==> src/rtl/uart_tx_frame_pkg.sv <==
// Shared constants for the UART transmit framer.
//   - FSM state encoding (IDLE, START, DATA, PARITY, STOP)
//   - Parity type selection (PAR_EVEN / PAR_ODD)
//   - Serial line levels for idle, start and stop bits
package uart_tx_frame_pkg;

    localparam logic [2:0] ST_IDLE   = 3'd0;
    localparam logic [2:0] ST_START  = 3'd1;
    localparam logic [2:0] ST_DATA   = 3'd2;
    localparam logic [2:0] ST_PARITY = 3'd3;
    localparam logic [2:0] ST_STOP   = 3'd4;

    localparam logic PAR_EVEN = 1'b0;
    localparam logic PAR_ODD  = 1'b1;

    localparam logic IDLE_LVL  = 1'b1;
    localparam logic START_LVL = 1'b0;
    localparam logic STOP_LVL  = 1'b1;

endpackage

==> src/rtl/uart_tx_serializer.sv <==
// Payload shift register plus bit counter for the UART framer.
// Ports:
//   i_clk     bit-rate clock
//   i_rst     synchronous active-high reset (shift register and counter to 0)
//   i_load    load i_data and clear the counter (takes priority over i_shift)
//   i_shift   shift right by one and advance the counter
//   i_data    payload to load
//   o_bit     current LSB of the shift register (next bit to transmit)
//   o_done    counter is on the last payload bit
module uart_tx_serializer #(
    parameter int DATA_WIDTH = 8
) (
    input  logic                  i_clk,
    input  logic                  i_rst,
    input  logic                  i_load,
    input  logic                  i_shift,
    input  logic [DATA_WIDTH-1:0] i_data,
    output logic                  o_bit,
    output logic                  o_done
);

    localparam int CNT_W = (DATA_WIDTH > 1) ? $clog2(DATA_WIDTH) : 1;

    logic [DATA_WIDTH-1:0] shift_q, shift_d;
    logic [CNT_W-1:0]      cnt_q, cnt_d;

    assign o_bit  = shift_q[0];
    assign o_done = (cnt_q == CNT_W'(DATA_WIDTH - 1));

    always_comb begin
        shift_d = shift_q;
        cnt_d   = cnt_q;
        if (i_load) begin
            shift_d = i_data;
            cnt_d   = '0;
        end else if (i_shift) begin
            shift_d = {1'b0, shift_q[DATA_WIDTH-1:1]};
            // Wrap to 0 after the last bit so the counter is clean for the next frame.
            cnt_d   = o_done ? '0 : cnt_q + 1'b1;
        end
    end

    always_ff @(posedge i_clk) begin
        if (i_rst) begin
            shift_q <= '0;
            cnt_q   <= '0;
        end else begin
            shift_q <= shift_d;
            cnt_q   <= cnt_d;
        end
    end

endmodule

==> src/rtl/uart_tx_frame.sv <==
// UART transmit framer, one serial bit per i_clk (the divided bit-rate clock).
// Frame: start (0), DATA_WIDTH payload bits LSB first, optional parity, stop (1).
// Ports:
//   i_clk         bit-rate clock
//   i_rst         synchronous active-high reset; aborts any frame in progress
//   i_data        payload, latched on acceptance
//   i_data_valid  send request
//   i_par_en      1 = append parity bit, latched on acceptance
//   i_par_typ     0 = even, 1 = odd, latched on acceptance
//   o_tx          registered serial line, idles high
//   o_busy        registered, high while a frame is on the line
//
// Handshake: a request is accepted on any clock edge where i_data_valid=1 and
// the FSM is in IDLE or STOP; there is no ready output, so callers wait for
// o_busy=0 or hold valid through the STOP cycle for a gapless next frame.
// Requests in START/DATA/PARITY are dropped, never queued.
//
// o_tx and o_busy are computed from the current state and registered, so the
// line lags the FSM by one clock: valid at edge N -> start bit after edge N+1.
module uart_tx_frame
    import uart_tx_frame_pkg::*;
#(
    parameter int DATA_WIDTH = 8
) (
    input  logic                  i_clk,
    input  logic                  i_rst,
    input  logic [DATA_WIDTH-1:0] i_data,
    input  logic                  i_data_valid,
    input  logic                  i_par_en,
    input  logic                  i_par_typ,
    output logic                  o_tx,
    output logic                  o_busy
);

    logic [2:0] state_q, state_d;
    logic       par_en_q, par_en_d;
    logic       par_bit_q, par_bit_d;
    logic       tx_q, tx_d;
    logic       busy_q, busy_d;

    logic       accept;
    logic       ser_shift;
    logic       ser_bit;
    logic       ser_done;

    uart_tx_serializer #(
        .DATA_WIDTH (DATA_WIDTH)
    ) u_serializer (
        .i_clk   (i_clk),
        .i_rst   (i_rst),
        .i_load  (accept),
        .i_shift (ser_shift),
        .i_data  (i_data),
        .o_bit   (ser_bit),
        .o_done  (ser_done)
    );

    // Next-state logic and acceptance.
    always_comb begin
        state_d   = state_q;
        par_en_d  = par_en_q;
        par_bit_d = par_bit_q;
        accept    = 1'b0;
        ser_shift = 1'b0;

        case (state_q)
            ST_IDLE: begin
                if (i_data_valid) accept = 1'b1;
            end
            ST_START: begin
                state_d = ST_DATA;
            end
            ST_DATA: begin
                ser_shift = 1'b1;
                if (ser_done) state_d = par_en_q ? ST_PARITY : ST_STOP;
            end
            ST_PARITY: begin
                state_d = ST_STOP;
            end
            ST_STOP: begin
                if (i_data_valid) accept = 1'b1;
                else              state_d = ST_IDLE;
            end
            default: begin
                state_d = ST_IDLE;
            end
        endcase

        if (accept) begin
            state_d   = ST_START;
            par_en_d  = i_par_en;
            // Even parity is the XOR of the payload; odd inverts it.
            par_bit_d = (^i_data) ^ (i_par_typ == PAR_ODD);
        end
    end

    // Output mux: line level for the bit belonging to the current state.
    always_comb begin
        tx_d   = IDLE_LVL;
        busy_d = (state_q != ST_IDLE);
        case (state_q)
            ST_START:  tx_d = START_LVL;
            ST_DATA:   tx_d = ser_bit;
            ST_PARITY: tx_d = par_bit_q;
            ST_STOP:   tx_d = STOP_LVL;
            default:   tx_d = IDLE_LVL;
        endcase
    end

    always_ff @(posedge i_clk) begin
        if (i_rst) begin
            state_q   <= ST_IDLE;
            par_en_q  <= 1'b0;
            par_bit_q <= 1'b0;
            tx_q      <= IDLE_LVL;
            busy_q    <= 1'b0;
        end else begin
            state_q   <= state_d;
            par_en_q  <= par_en_d;
            par_bit_q <= par_bit_d;
            tx_q      <= tx_d;
            busy_q    <= busy_d;
        end
    end

    assign o_tx   = tx_q;
    assign o_busy = busy_q;

endmodule
==> config.mk <==
export PLATFORM = sky130hd
export DESIGN_NAME = uart_tx_frame
export DESIGN_NICKNAME = d
export VERILOG_FILES = /design/src/rtl/uart_tx_frame_pkg.sv /design/src/rtl/uart_tx_serializer.sv /design/src/rtl/uart_tx_frame.sv
export SDC_FILE = /design/constraint.sdc
export NUM_CORES = 1
export LEC_CHECK = 0
export BUFFER_PORTS_ARGS = -buffer_cell sky130_fd_sc_hd__buf_2
export CORE_UTILIZATION = 25
export DETAILED_ROUTE_END_ITERATION = 7
export GPL_ROUTABILITY_DRIVEN = 1
export SETUP_SLACK_MARGIN = 0.05
export SLEW_MARGIN = 5
export SYNTH_ARGS = -nofsm -noshare
export SYNTH_HDL_FRONTEND = slang
export SYNTH_SLANG_ARGS = --single-unit
==> constraint.sdc <==
create_clock -name i_clk -period 2.2 [get_ports i_clk]
set_clock_uncertainty 0.15 [all_clocks]
set_input_delay 0.11 -clock i_clk [delete_from_list [all_inputs] [get_ports i_clk]]
set_output_delay 0.11 -clock i_clk [all_outputs]
set_load 0.05 [all_outputs]
# Word level (Yosys, flattened, before mapping)
# Index checks and enable logic that the tools add are counted.
# word_totals
reg_bits	18
output_inout_bits	2
# classes
eq_ne	10
n_bitwise	2
add_sub_neg	1
mux	12
n_reduce_logical	8
# ops
operator	n
2-to-1 mux 8 bit	2
case mux 3 bit (5 select lines)	1
2-to-1 mux 3 bit	4
XOR reduction 8 bit	1
== test 3 x 2 -> 1 bit (second input constant)	2
== test 3 bit (second input constant)	2
AND reduction 3 bit	2
2-to-1 mux 1 bit	4
inequality test 2 bit (second input constant)	2
OR reduction 2 bit	2
adder 3 x 1 -> 3 bit (second input constant)	1
== test 3 x 1 -> 1 bit (second input constant)	1
zero test 3 bit	1
inequality test 3 x 2 -> 1 bit (second input constant)	1
inequality test 3 bit (second input constant)	1
case mux 1 bit (3 select lines)	1
nonzero test 3 bit	1
inequality test 2 x 1 -> 1 bit (second input constant)	1
nonzero test 2 bit	1
NOT 1 bit	1
bitwise XOR 1 bit	1

# Depth between registers and ports, before layout
# logic_depth
word_depth	5
ltp_mapped	7

# Cells and area by module
# From an unflattened synthesis, not the netlist that was laid out.
# hier_totals
cells_unflattened	88
area_unflattened_um2	892.1
# modules_own_cells
module	instances	cells_per_inst	area_each_um2
uart_tx_serializer	1	48	510.5
uart_tx_frame	1	40	381.6

# Worst setup path after synthesis
# OpenSTA, ideal clock, no wires.
# synth_timing
path_type	register to register
startpoint	reg state_q[0]
endpoint	reg u_serializer.shift_q[3]
arrival_time_ns	1.144
slack_ns	0.770
path_stages_with_launch	7
required_time_ns	1.914
path_cell_list	dfxtp_1 buf_4 nor3b_2 buf_6 buf_12 mux2i_1 a211oi_2
# synth_via
elab_chain_len	4
elab_cells_between_ends	8
cone_classes	eq/ne: 2; mux: 3; reduce/logical: 3
# synth_rtl
element	line	source
start: declaration	uart_tx_frame.sv:35	logic [2:0] state_q, state_d;
start signal: assignment	uart_tx_frame.sv:118	state_q <= state_d;
== test 3 bit / zero test 3 bit (equally long branches)	uart_tx_frame.sv:66	case (state_q)
OR reduction 2 bit (no line)	--	
2-to-1 mux 1 bit	--	
2-to-1 mux 8 bit / nonzero test 2 bit (equally long branches)	--	
end signal: assignment	uart_tx_serializer.sv:48	shift_q <= shift_d;
end: declaration	uart_tx_serializer.sv:24	logic [DATA_WIDTH-1:0] shift_q, shift_d;
# Several ways; a longest one is shown, not always the timed one.
# A chain may end at the register's enable or synchronous reset.

# Worst setup path after layout
# layout_timing
startpoint	in i_data[7]
endpoint	reg par_bit_q
# layout_via
elab_chain_len	2
# layout_rtl
element	line	source
start: declaration	uart_tx_frame.sv:27	input logic [DATA_WIDTH-1:0] i_data,
XOR reduction 8 bit	uart_tx_frame.sv:93	par_bit_d = (^i_data) ^ (i_par_typ == PAR_ODD);
bitwise XOR 1 bit	uart_tx_frame.sv:93	
end signal: assignment	uart_tx_frame.sv:120	par_bit_q <= par_bit_d;
end: declaration	uart_tx_frame.sv:37	logic par_bit_q, par_bit_d;
# No other way between the ends.

==> results.yml <==
power:
  power_leakage_uw: 0.000426
  ir_worst_vdd_v: 0.000176
  p_total_uw: 805
  p_per_area_nw_per_um2: 751
clocking:
  cts_root_buf: "clkbuf_8"
  cts.sinks: 18
  cts_made_buffers: 3
  cts.htree.levels: 1
  cts-resized-gates: 0
  clk_pin_slew_worst_paths_ns: 0.06
  cts_tree: "built"
  clk_latency_ns: 0.26
  clock_path_buffers: 2
synthesis:
  synth_cells: 92
  ys_seq_area_share_pct: 39.0
  ys_warn_count: 0
  synth-seq-cells: 18
  syn_nets: 107
  yosysUniqueCellTypes: 29
  synth_area_per_cell_um2: 10.0
  syn_area_um2: 923
timing:
  hold_violations: 0
  period_minus_slack_ns: 1.60
  slew_violations: 0
  fmax_mhz: 625
  fin_crit_sh_pct: 72.8
  tns_ns: 0
  relSlewSlack_pct: 73.7
  setup_violations: 0
  layout_setup_ws_ns: 0.599
  worst_pin_slew_ns: 0.394
  rsz0062_at_grt: "false"
floorplan:
  die_h_um: 62.8
  io_pins: 15
  fp.dieArea_um2: 3940
  std_cell_rows: 21
  core_region_area_um2: 3440
  initial_core_util_pct: 26.8
  die_x_um: 62.8
worst_setup_path:
  worstPathArrival_ns: 1.58
  required_ns: 2.18
  crit_fanout: 2
  timing.rr.start: "state_q[1]$_SDFFE_PP0P_"
  critical_path_class: "in2reg"
  regToRegEndpoint: "u_serializer.shift_q[7]$_SDFFE_PP0P_"
  ff2ff_path_depth: 4
  end_kind: "flip-flop"
  regToRegSetupSlack_ns: 0.66
  cp-start-kind: "primary input"
detailed_routing:
  drtAntennaViolNets: 0
  drt_pre_antenna_iters: 3
  wl_per_cell_um: 10.2
  drtIter0Drc: 24
  via_count: 674
  drc: 0
  via_per_inst: 4.41
  wl_mm: 1.56
finish:
  final.fill_count: 362
  fin_nets: 123
  antenna_cells: 0
  syn_to_final_growth_pct: 16.1
  layout-drive-gt1-share_pct: 24.3
  utilization_pct: 31.2
  fin_area_um2: 1070
global_routing:
  grt_max_degree: 20
  grt_overflow: 0
  grt_pass1_vias: 629
  antenna_found_initial: 0
  grt_pass1_wl_mm: 2.73
  track_usage_pct: 9.15
placement:
  gp_congestion: 0.739
  dp_slack_ns: 0.642
  portBuffers: 14
  dpl_cell_area_um2: 997
  hpwl_mm: 1.16
hold_path:
  hold_path.startpoint: "i_data[6]"
  min_path_type: "in2reg"
  hold_path_end: "u_serializer.shift_q[6]$_SDFFE_PP0P_"
  hold_path_depth: 3
outcome:
  status: "completed"
job:
  cap_violations: 0
layout by cell type (no fill, tap or decap):
cell type,synthesis,routed
a211oi_1,4,4
a2bb2oi_1,1,1
o221ai_1,1,1
nand3b_1,1,1
nor2b_1,1,1
buf_2,0,14
dfxtp_1,18,18
inv_1,1,1
dlygate4sd3_1,0,2
ha_1,2,2
a21oi_4,1,1
buf_4,1,2
clkbuf_8,0,4
nor2_1,15,15
nor2_2,1,1
or3_1,1,1
mux2i_1,11,11
nand2_1,2,2
a31oi_1,1,1
nand2b_1,4,4
xnor2_1,3,3
nor3_1,6,6
nor4b_1,1,1
nor3b_2,1,1
xnor3_1,1,1
a211oi_2,3,3
a21oi_1,3,3
xor2_1,2,2
report_power, final:
group | internal, uW | switching (uW)
Clock | 159 | 113
Combinational | 76.8 | 83.9
Sequential | 354 | 17.9
Total | 590 | 215
worst max-delay path by stage:
stage                                  startpoint                                   end  slack (ns)  cells past startpoint
after floorplan           state_q[0]$_SDFFE_PP0P_  u_serializer.shift_q[3]$_SDFFE_PP0P_        0.77                      6
after global placement    state_q[0]$_SDFFE_PP0P_  u_serializer.shift_q[2]$_SDFFE_PP0P_        0.71                      4
after detailed placement  state_q[1]$_SDFFE_PP0P_  u_serializer.shift_q[4]$_SDFFE_PP0P_        0.64                      4
after CTS                               i_data[7]                par_bit_q$_SDFFE_PP0P_        0.61                      6
after global routing      state_q[1]$_SDFFE_PP0P_  u_serializer.shift_q[7]$_SDFFE_PP0P_        0.50                      4
final                                   i_data[7]                par_bit_q$_SDFFE_PP0P_        0.60                      6
cells in the mapped netlist, drive strengths merged:
master / n / share of area, %
nor4b: 1 / 0.95
nand2: 2 / 0.81
o221ai: 1 / 0.95
xor2: 2 / 1.9
a2bb2oi: 1 / 0.95
nand2b: 4 / 2.7
nor3: 6 / 3.3
nor3b: 1 / 1.4
ha: 2 / 2.7
mux2i: 11 / 12
xnor2: 3 / 2.8
nor2b: 1 / 0.68
dfxtp: 18 / 39
a211oi: 7 / 7.3
or3: 1 / 0.68
buf: 6 / 7.0
a21oi: 4 / 3.4
inv: 1 / 0.41
nor2: 16 / 6.8
xnor3: 1 / 2.4
a31oi: 1 / 0.68
clkbuf: 1 / 0.41
nand3b: 1 / 0.81
worst max-delay path, stage by stage:
cell	delay (ns)
dlygate4sd3_1	0.53
buf_2	0.13
xnor2_1	0.24
xnor3_1	0.38
nand3b_1	0.10
o221ai_1	0.10
stage by stage:
stage / hold slack, ns / cells
2_1_floorplan: 0.0986 / 92
3_3_place_gp: 0.196 / 147
3_5_place_dp: 0.209 / 147
4_1_cts: 0.0643 / 153
5_1_grt: 0.0831 / 153
6_report: 0.0691 / 153
flip-flops by register name, indices dropped and copies added (netlist names):
| name | cells |
|---|---|
| par_en_q | 1 |
| par_bit_q | 1 |
| state_q | 3 |
| o_tx | 1 |
| u_serializer.cnt_q | 3 |
| o_busy | 1 |
| u_serializer.shift_q | 8 |
cell type report:
cell class,count,area [um2],share of cell area (%)
inverter,1,3.75,0.350
tap,46,57.6,5.37
sequential,18,360,33.6
timing repair buffer,18,105,9.80
multi-input combinational,66,490,45.7
clock buffer,4,55.1,5.13
routing by layer:
metal	vias up	part of all wire (%)	global-route usage, %
li1	350	-	-
met1	310	48	10.9
met2	9	44	13.7
met3	5	3.7	2.19
met4	0	3.9	7.85
met5	-	0	0
repair_timing:
item | CTS | global route
hold buffers | 2 | 0
buffers inserted | 0 | 0
endpoints found under the hold margin | 2 | 0
endpoints found under the setup margin | 0 | 0
cell families (layout without fill, tap and decap cells):
kind of cell    Yosys count  count (layout)  synth area share (%)
simple gates             33              33                  18.0
flops                    18              18                  39.0
compound gates           14              14                  13.3
mux                      11              11                  11.9
buf+inv                   8              23                  7.86
xor+xnor                  6               6                  7.18
fa+ha+maj                 2               2                  2.71
(Power assumes the default switching activity.)
